### src/rtl/sha256_round_ctrl_if.sv
// Block-feed and digest handshake bundle for the SHA-256 round controller.
// master = upstream/consumer side, slave = the compression engine.
interface sha256_round_ctrl_if;
  logic         block_valid_i;
  logic         block_ready_o;
  logic [511:0] block_i;
  logic         init_i;
  logic         busy_o;
  logic         digest_valid_o;
  logic [255:0] digest_o;

  modport master (
    output block_valid_i, block_i, init_i,
    input  block_ready_o, busy_o, digest_valid_o, digest_o
  );

  modport slave (
    input  block_valid_i, block_i, init_i,
    output block_ready_o, busy_o, digest_valid_o, digest_o
  );
endinterface

### src/rtl/sha256_round_ctrl.sv
// Iterative SHA-256 compression: one 512-bit block in Rounds single-cycle rounds,
// followed by a chaining-state update and a one-cycle digest_valid pulse.
module sha256_round_ctrl #(
  parameter int unsigned Rounds = 64
) (
  input  logic                      clk_i,
  input  logic                      rst_ni,
  sha256_round_ctrl_if.slave        bus
);

  typedef enum logic [1:0] {IDLE, ROUND, UPDATE} state_t;

  localparam logic [31:0] IV [8] = '{
    32'h6a09e667, 32'hbb67ae85, 32'h3c6ef372, 32'ha54ff53a,
    32'h510e527f, 32'h9b05688c, 32'h1f83d9ab, 32'h5be0cd19
  };

  localparam logic [31:0] K_TABLE [64] = '{
    32'h428a2f98, 32'h71374491, 32'hb5c0fbcf, 32'he9b5dba5, 32'h3956c25b, 32'h59f111f1, 32'h923f82a4, 32'hab1c5ed5,
    32'hd807aa98, 32'h12835b01, 32'h243185be, 32'h550c7dc3, 32'h72be5d74, 32'h80deb1fe, 32'h9bdc06a7, 32'hc19bf174,
    32'he49b69c1, 32'hefbe4786, 32'h0fc19dc6, 32'h240ca1cc, 32'h2de92c6f, 32'h4a7484aa, 32'h5cb0a9dc, 32'h76f988da,
    32'h983e5152, 32'ha831c66d, 32'hb00327c8, 32'hbf597fc7, 32'hc6e00bf3, 32'hd5a79147, 32'h06ca6351, 32'h14292967,
    32'h27b70a85, 32'h2e1b2138, 32'h4d2c6dfc, 32'h53380d13, 32'h650a7354, 32'h766a0abb, 32'h81c2c92e, 32'h92722c85,
    32'ha2bfe8a1, 32'ha81a664b, 32'hc24b8b70, 32'hc76c51a3, 32'hd192e819, 32'hd6990624, 32'hf40e3585, 32'h106aa070,
    32'h19a4c116, 32'h1e376c08, 32'h2748774c, 32'h34b0bcb5, 32'h391c0cb3, 32'h4ed8aa4a, 32'h5b9cca4f, 32'h682e6ff3,
    32'h748f82ee, 32'h78a5636f, 32'h84c87814, 32'h8cc70208, 32'h90befffa, 32'ha4506ceb, 32'hbef9a3f7, 32'hc67178f2
  };

  localparam logic [5:0] LAST_ROUND = 6'(Rounds - 1);

  function automatic logic [31:0] rotr(input logic [31:0] x, input int unsigned n);
    return (x >> n) | (x << (32 - n));
  endfunction

  function automatic logic [31:0] bsig0(input logic [31:0] x);
    return rotr(x, 2) ^ rotr(x, 13) ^ rotr(x, 22);
  endfunction

  function automatic logic [31:0] bsig1(input logic [31:0] x);
    return rotr(x, 6) ^ rotr(x, 11) ^ rotr(x, 25);
  endfunction

  function automatic logic [31:0] ssig0(input logic [31:0] x);
    return rotr(x, 7) ^ rotr(x, 18) ^ (x >> 3);
  endfunction

  function automatic logic [31:0] ssig1(input logic [31:0] x);
    return rotr(x, 17) ^ rotr(x, 19) ^ (x >> 10);
  endfunction

  state_t      state_q;
  logic [5:0]  cnt_q;
  logic        dv_q;
  logic [31:0] w_q  [16];
  logic [31:0] wv_q [8];
  logic [31:0] h_q  [8];

  logic [31:0] w_d;
  logic [31:0] a_d;
  logic [31:0] e_d;
  logic [31:0] t1;
  logic [31:0] t2;
  logic [31:0] ch;
  logic [31:0] maj;
  logic [255:0] digest;

  prim_generic_ch #(.Width(32)) u_ch (
    .x_i  (wv_q[4]),
    .y_i  (wv_q[5]),
    .z_i  (wv_q[6]),
    .ch_o (ch)
  );

  // Buffer holds W[t-16..t-1] once t>=16, so the taps are fixed slots.
  always_comb begin
    if (cnt_q < 6'd16) begin
      w_d = w_q[0];
    end else begin
      w_d = ssig1(w_q[14]) + w_q[9] + ssig0(w_q[1]) + w_q[0];
    end
    maj = (wv_q[0] & wv_q[1]) ^ (wv_q[0] & wv_q[2]) ^ (wv_q[1] & wv_q[2]);
    t1  = wv_q[7] + bsig1(wv_q[4]) + ch + K_TABLE[cnt_q] + w_d;
    t2  = bsig0(wv_q[0]) + maj;
    a_d = t1 + t2;
    e_d = wv_q[3] + t1;
  end

  always_ff @(posedge clk_i or negedge rst_ni) begin
    if (!rst_ni) begin
      state_q <= IDLE;
      cnt_q   <= '0;
      dv_q    <= 1'b0;
      for (int unsigned i = 0; i < 16; i++) w_q[i] <= '0;
      for (int unsigned i = 0; i < 8; i++) begin
        wv_q[i] <= '0;
        h_q[i]  <= IV[i];
      end
    end else begin
      dv_q <= 1'b0;
      unique case (state_q)
        IDLE: begin
          if (bus.block_valid_i) begin
            for (int unsigned i = 0; i < 16; i++) w_q[i] <= bus.block_i[32*(15-i) +: 32];
            for (int unsigned i = 0; i < 8; i++) begin
              if (bus.init_i) begin
                wv_q[i] <= IV[i];
                h_q[i]  <= IV[i];
              end else begin
                wv_q[i] <= h_q[i];
              end
            end
            cnt_q   <= '0;
            state_q <= ROUND;
          end
        end
        ROUND: begin
          for (int unsigned i = 0; i < 15; i++) w_q[i] <= w_q[i+1];
          w_q[15] <= w_d;
          wv_q[7] <= wv_q[6];
          wv_q[6] <= wv_q[5];
          wv_q[5] <= wv_q[4];
          wv_q[4] <= e_d;
          wv_q[3] <= wv_q[2];
          wv_q[2] <= wv_q[1];
          wv_q[1] <= wv_q[0];
          wv_q[0] <= a_d;
          cnt_q   <= cnt_q + 6'd1;
          if (cnt_q == LAST_ROUND) state_q <= UPDATE;
        end
        UPDATE: begin
          for (int unsigned i = 0; i < 8; i++) h_q[i] <= h_q[i] + wv_q[i];
          dv_q    <= 1'b1;
          state_q <= IDLE;
        end
        default: state_q <= IDLE;
      endcase
    end
  end

  always_comb begin
    digest = '0;
    for (int unsigned i = 0; i < 8; i++) digest[32*(7-i) +: 32] = h_q[i];
  end

  assign bus.block_ready_o  = (state_q == IDLE);
  assign bus.busy_o         = (state_q != IDLE);
  assign bus.digest_valid_o = dv_q;
  assign bus.digest_o       = digest;

endmodule

// Bitwise SHA-2 choose: each result bit takes y where x is 1, else z.
module prim_generic_ch #(
  parameter int unsigned Width = 32
) (
  input  logic [Width-1:0] x_i,
  input  logic [Width-1:0] y_i,
  input  logic [Width-1:0] z_i,
  output logic [Width-1:0] ch_o
);
  assign ch_o = (x_i & y_i) ^ (~x_i & z_i);
endmodule

### src/flat_wrapper.sv
// flat-port wrapper written by rule: the top's interface ports become plain ports
module sha256_round_ctrl_flat 
#(
  parameter int unsigned Rounds = 64
)
  (clk_i, rst_ni, bus_block_valid_i, bus_block_i, bus_init_i, bus_block_ready_o, bus_busy_o, bus_digest_valid_o, bus_digest_o);
  sha256_round_ctrl_if bus_i ();
  input  logic clk_i;
  input  logic rst_ni;
  input wire logic [$bits(bus_i.block_valid_i)-1:0] bus_block_valid_i;
  input wire logic [$bits(bus_i.block_i)-1:0] bus_block_i;
  input wire logic [$bits(bus_i.init_i)-1:0] bus_init_i;
  output wire logic [$bits(bus_i.block_ready_o)-1:0] bus_block_ready_o;
  output wire logic [$bits(bus_i.busy_o)-1:0] bus_busy_o;
  output wire logic [$bits(bus_i.digest_valid_o)-1:0] bus_digest_valid_o;
  output wire logic [$bits(bus_i.digest_o)-1:0] bus_digest_o;
  assign bus_i.block_valid_i = bus_block_valid_i;
  assign bus_i.block_i = bus_block_i;
  assign bus_i.init_i = bus_init_i;
  assign bus_block_ready_o = bus_i.block_ready_o;
  assign bus_busy_o = bus_i.busy_o;
  assign bus_digest_valid_o = bus_i.digest_valid_o;
  assign bus_digest_o = bus_i.digest_o;
  sha256_round_ctrl #(.Rounds(Rounds)) u_core (.clk_i(clk_i), .rst_ni(rst_ni), .bus(bus_i));
endmodule
### config.mk
export PLATFORM = sky130hd
export DESIGN_NAME = sha256_round_ctrl_flat
export DESIGN_NICKNAME = d
export VERILOG_FILES = /design/src/rtl/sha256_round_ctrl_if.sv /design/src/rtl/sha256_round_ctrl.sv /design/src/flat_wrapper.sv
export SDC_FILE = /design/constraint.sdc
export NUM_CORES = 2
export LEC_CHECK = 0
export CAP_MARGIN = 30
export CORE_ASPECT_RATIO = 0.5
export CORE_MARGIN = 5
export CORE_UTILIZATION = 45
export DETAILED_ROUTE_END_ITERATION = 10
export GPL_TIMING_DRIVEN = 0
export PLACE_DENSITY = 0.66
export REMOVE_ABC_BUFFERS = 1
export SLEW_MARGIN = 20
export SYNTH_ARGS = -nofsm -noshare
export SYNTH_HDL_FRONTEND = slang
export SYNTH_HIERARCHICAL = 1
export SYNTH_SLANG_ARGS = --single-unit
### constraint.sdc
create_clock -name clk_i -period 10.76 [get_ports clk_i]
set_clock_uncertainty 0.1 [all_clocks]
set_input_delay 1.614 -clock clk_i [delete_from_list [all_inputs] [get_ports clk_i]]
set_output_delay 1.614 -clock clk_i [all_outputs]
set_load 0.05 [all_outputs]
# Yosys cells after proc, flatten, opt, wreduce, memory -nomap -nowiden

Memories as Yosys holds them, arrays and structs flattened.
Index checks and enable logic that the tools add are counted.
W data, S select, Z words.

Divide/modulo/power cells: 0
$add $sub $neg: 19
Bitwise logic cells: 28
$lt $le $gt $ge: 2
Mux-type cells: 22
Eq/ne operators: 5
Multiply operators: 0
Reduce and logical (&&, ||, !) cells: 7
Shift-type cells: 0

Operator list:

| operator             | count |
|---|---|
| $pmux W256 S2        | 2 |
| $pmux W512 S2        | 1 |
| $add A32 B32 Y32     | 18 |
| $mux W512            | 1 |
| $mux W32             | 11 |
| $xor A32 B32 Y32     | 9 |
| $mux W256            | 1 |
| $and A32 B32 Y32     | 5 |
| $not A32 Y32         | 1 |
| $or A10 B32 Y32      | 1 |
| $or A13 B32 Y32      | 1 |
| $or A14 B32 Y32      | 1 |
| $or A15 B32 Y32      | 1 |
| $or A19 B32 Y32      | 1 |
| $or A21 B32 Y32      | 1 |
| $or A25 B32 Y32      | 1 |
| $or A26 B32 Y32      | 1 |
| $or A30 B32 Y32      | 1 |
| $or A7 B32 Y32       | 1 |
| $xor A32 B22 Y32     | 1 |
| $xor A32 B29 Y32     | 1 |
| $pmux W6 S2          | 1 |
| $ge A7 B7 Y1 const B | 1 |
| $not A6 Y7           | 1 |
| other kinds (14)     | 19 |

Input bits: 516
Bits in read-only memories: 2048
Memories kept: 1
Memory bits (writable): 0
Bits in latches: 0
Output and inout port bits: 259
Bits in registers: 1033

Memories:

| name            | depth | bits a word | rd ports | clocked after Yosys merged registers in | wr ports | line                    | text |
|---|---|---|---|---|---|---|---|
| (no name shown) | 64    | 32          | 1        | 0                                       | 0        | sha256_round_ctrl.sv:82 | `t1 = wv_q[7] + bsig1(wv_q[4]) + ch + K_TABLE[cnt_q] + w_d;` |

# Depth between registers and ports, before layout

Word-level depth: 10
Gate-level depth with buffers: 50
Gate-level depth less buffers: 49

# Hierarchy

Netlist, hierarchy kept.

By module, submodules not included:

| module            | area each (um2) | cells an instance | times used |
|---|---|---|---|
| sha256_round_ctrl | 72149.2         | 8694              | 1 |
| prim_generic_ch   | 480.5           | 32                | 1 |

# Worst setup path after synthesis

OpenSTA, ideal clock, no wires.

Kind: reg-to-reg
Start: register u_core/w_q[50] (netlist bit)
End: register u_core/wv_q[254] (netlist bit)
Stages on the path, launching flop included: 48
Slack: 0.910 ns
Setup time: 0.137 ns
Data required time: 10.523 ns
Buffers on the path: 1
Arrival time: 9.613 ns
Path through: dfrtp_1 clkbuf_1 xor2_1 xnor2_1 fa_1 fa_1 inv_1 ha_1 inv_1 fa_1 nor2b_1 o31ai_2 a21oi_1 nor2_1 o21bai_1 a21o_1 a21o_2 a21oi_1 [... 12 more ...] o21ai_0 xnor2_1 inv_1 fa_1 inv_1 ha_1 a21o_1 a21o_1 a21o_1 nand3_1 o21ai_0 a21oi_1 a31oi_1 a21o_1 a21o_1 a2111o_1 o21ai_0 a21oi_1

Longest elaborated chain between the ends: 10

RTL lines:

| item                             | line                     | text |
|---|---|---|
| start: declaration               | sha256_round_ctrl.sv:54  | `logic [31:0] w_q [16];` |
| $or A15 B32 Y32                  | sha256_round_ctrl.sv:32  | `return (x >> n) \| (x << (32 - n));` |
| $xor A32 B32 Y32                 | sha256_round_ctrl.sv:48  | `return rotr(x, 17) ^ rotr(x, 19) ^ (x >> 10);` |
| $xor A32 B22 Y32 *               | sha256_round_ctrl.sv:48  |  |
| $add A32 B32 Y32 * (3 in series) | sha256_round_ctrl.sv:79  | `w_d = ssig1(w_q[14]) + w_q[9] + ssig0(w_q[1]) + w_q[0];` |
| $mux W32 *                       | sha256_round_ctrl.sv:76  | `if (cnt_q < 6'd16) begin` |
| $add A32 B32 Y32 *               | sha256_round_ctrl.sv:82  |  |
| $add A32 B32 Y32 *               | sha256_round_ctrl.sv:84  | `a_d = t1 + t2;` |
| $pmux W256 S2 *                  | sha256_round_ctrl.sv:100 | `unique case (state_q)` |
| end signal: indexed assignment   | sha256_round_ctrl.sv:106 | `wv_q[i] <= IV[i];` |
| end signal: indexed assignment   | sha256_round_ctrl.sv:109 | `wv_q[i] <= h_q[i];` |
| end: declaration                 | sha256_round_ctrl.sv:55  | `logic [31:0] wv_q [8];` |

Mark *: on every way between the ends. The rest lies on a longest branch, timed or not.
A chain may end at the register's enable or synchronous reset.

# Worst setup path in the final report

Start: register u_core/w_q[61] (netlist bit)
End: register u_core/wv_q[254] (netlist bit)

Longest elaborated chain between the ends: 10
Elaborated cells on any way between the ends: 11
Classes of those cells: add/sub (5); mux (2); bitwise (4)

RTL lines:

| item                                               | line |
|---|---|
| $or A13 B32 Y32 or $or A15 B32 Y32 (tied branches) | sha256_round_ctrl.sv:32 |
| $xor A32 B32 Y32                                   | sha256_round_ctrl.sv:48 |
| $xor A32 B22 Y32 *                                 | sha256_round_ctrl.sv:48 |
| $add A32 B32 Y32 * (3 in series)                   | sha256_round_ctrl.sv:79 |
| $mux W32 *                                         | sha256_round_ctrl.sv:76 |
| $add A32 B32 Y32 *                                 | sha256_round_ctrl.sv:82 |
| $add A32 B32 Y32 *                                 | sha256_round_ctrl.sv:84 |
| $pmux W256 S2 *                                    | sha256_round_ctrl.sv:100 |

Marks and branches as above.

==> summary.md <==
| Metric | Value |
|---|---|
| Worst Max-Slew Pin Slew | about 1.1 ns |
| Multi-input logic area | about 43000 µm² |
| Clock Latency Late Sink | 0.74 ns |
| Syn Area/Cell | around 8.3 µm² |
| Nets | 10276 |
| Ports | 775 |
| Clk slew on worst S/H paths | 0.07 ns |
| Period Utilization, post-route | 0.983 |
| Crit path max-delay family | adder cells |
| WHS Path Cells | 2 |
| Fill cell count | around 15000 |
| WS Path Type | flip-flop to flip-flop |
| Synthesized flop and latch total | slightly above 1000 |
| Share of cells above drive strength 1 | 0.0701 |
| Worst rel slew slack | 0.263 |
| Vias | ~66000 |
| Routed Antenna Nets | 0 |
| Die Y | approximately 290 µm |
| Cell variety after synth | 93 |
| CTS tree | yes |
| CP endpoint kind | flip-flop |
| Slowest stage delay, CP | 0.54 ns |
| Slew Viols, Final | 0 |
| Vias in the first global route | 63449 |
| Total track usage | 0.305 |
| Clock buffer depth | 3 |
| GR Util met3 | 0.0418 |
| GR Util met1 | 0.399 |
| Required @ worst endpoint | 11.27 ns |
| Core Area | 161000 µm² |
| Die area | 170000 µm² |
| Crit path depth | 41 |
| Seq. cell area | roughly 26000 µm² |
| Post-synth top area share | 0.309 |
| Post-detailed-routing wire length | 268 mm |
| Crit start category | flip-flop |
| Site Rows | 104 |
| Bufs and invs on worst path | 6 |
| Hold Vio Cnt, Final | 0 |
| Busiest grt layer | met2 |
| Initial antenna violation count | 35 |
| Hold Slack | between 0.3 and 0.4 ns |
| Initial Utilization | 0.452 |
| Min cycle time layout | ~11 ns |
| Die X | between 500 and 600 µm |
| Port Buffer Count | 774 |
| CTS H-Tree Depth | 3 |
| Worst path slowest cell | dfrtp_2 |
| Sink Count | 1033 |
| Detailed-route DRC error count | 0 |
| Worst hold path type | flip-flop to flip-flop |
| WL/cell | 23.4 µm |
| Vias per inst | 5.73 |
| F_max | 94.5 MHz |
| R2R cell count | 41 |
| Global-route congestion overflow total | 0 |
| Post-synth ARST share | 1.00 |
| Post-DP HPWL | 202 mm |
| Worst-path maximum fanout | 6 |
| Synth area leader | dfrtp_1 |
| 1st-iter DRT viols | 5987 |
| Outcome | completed |
| Pin count of the biggest net entering global routing | between 100 and 150 |
| First-pass GRT wire length | 399 mm |
| Seq/Total Area, Yosys | 0.358 |
| Mapped Area | 72600 µm² |
| Worst EP arrival | 11.08 ns |
| Met2 usage | 0.511 |
| 1st-pass router iterations | 6 |
| Maxcap violations | 0 |
| Total number of yosys warnings | 6 |
| Most frequent cells in the layout | 1500 x nand2_1, 881 x dfrtp_1, 772 x clkdlybuf4s50_1 |
| Root buf cell | clkbuf_16 |
| Top cells by area, synth | dfrtp_1 31%, nand2_1 7.8%, ha_1 7.0% |
| CTS buffer count | 105 |
| Most common cell after layout, fill and taps aside | nand2_1 |
| Post-Synthesis Cells | 8726 |
| Area grow syn2layout | 21.4% |
| Placer Congestion | between 0.9 and 1 |
| Final setup viols | 0 |
| Most common flop cell mapped by yosys | dfrtp_1 |
| Post-synth EDFFs | 0 |
[synth_stat cells, types with 18 or more instances]
cell type	instances
mux2i_1	19
and3_1	37
o211ai_1	47
nor2_1	761
a21boi_0	19
a21o_1	196
dfstp_2	136
or3_1	143
xor2_1	244
nand2b_1	63
clkbuf_1	546
a31oi_1	537
o21ai_0	665
nand3_1	87
a211oi_1	64
inv_1	446
buf_1	47
mux2_4	33
nand2_1	1504
dfrtp_1	897
xnor2_1	321
o22ai_1	52
nor2b_1	82
o31ai_1	32
fa_1	197
nor3b_1	94
ha_1	407
a21oi_1	556
o21a_1	59
nand4_1	18
o21bai_1	43
nor3_1	84
[path summary, 6_finish.rpt]
path                       slack [ns]                        to            from
max                              0.18          u_core/wv_q[254]  u_core/w_q[61]
min                              0.39             u_core/w_q[0]   u_core/w_q[0]
max reg2reg                      0.18          u_core/wv_q[254]  u_core/w_q[61]
min reg2reg                      0.39             u_core/w_q[0]   u_core/w_q[0]
max in group asynchronous        7.01           u_core/w_q[378]          rst_ni
min in group asynchronous        0.67  u_core/bus.digest_o[163]          rst_ni
[cell families (layout without fill, tap and decap cells)]
| kind of cell | after synthesis | after routing | synth area share |
|---|---|---|---|
| XOR/XNOR | 566 | 566 | 0.0685 |
| multiplexers | 66 | 66 | 0.0125 |
| AO/OA/AOI/OAI | 2468 | 2468 | 0.207 |
| flip-flops | 1033 | 1033 | 0.358 |
| adder cells (fa/ha/maj) | 609 | 609 | 0.125 |
| buffers and inverters | 1042 | 1564 | 0.0539 |
| other | 0 | 35 | 0 |
| AND/OR/NAND/NOR | 2942 | 2942 | 0.175 |
[per-stage QoR]
stage	instance area, µm²	util	cells	worst slack (ns)	TNS, ns
CTS	87600	0.546	11407	-0.0353	-0.0656
finish	88200	0.549	11456	0.183	0
global route	88100	0.549	11451	-0.135	-0.243
detailed placement	83900	0.522	11205	-1.08	-8.69
global placement	80900	0.504	11080	-44.19	-
floorplan	70400	-	8133	-26.10	-
[tightest hold or removal path, delay by kind of cell (launching register included)]
kind | cells | cell delay, ns
AO/OA/AOI/OAI | 1 | 0.06
flip-flops | 1 | 0.35
AND/OR/NAND/NOR | 1 | 0.05
[per-layer routing]
| metal | up-vias | share of wire |
|---|---|---|
| li1 | 30990 | - |
| met1 | 32247 | 0.42 |
| met2 | 1980 | 0.48 |
| met3 | 465 | 0.058 |
| met4 | 4 | 0.046 |
| met5 | - | 0.000086 |
[layout make-up]
cell class	instances	area share
multi-input combinational	6651	0.491
clock buffer	149	0.0343
inverter	449	0.0192
antenna	35	0.000994
timing repair buffer	916	0.122
clock inverter	50	0.00586
sequential	1033	0.295
tap	2173	0.0308
[repair_timing]
item / in CTS / in global routing
endpoints found under the hold margin: 0 / 0
hold buffers: 0 / 0
pin swaps: 6 / 23
gates resized for setup: 42 / 71
setup buffers: 3 / 14
endpoints found under the setup margin: 19 / 12
[registers in the layout, indices dropped and copies added, names as in the netlist]
signal / flops
u_core/state_q: 2
u_core/w_q: 512
u_core/wv_q: 256
u_core/bus.digest_o: 256
u_core/cnt_q: 6
u_core/bus.digest_valid_o: 1
Power is not shown: default switching activity piles up to over one toggle a cycle in this logic, so the estimate is an artifact.
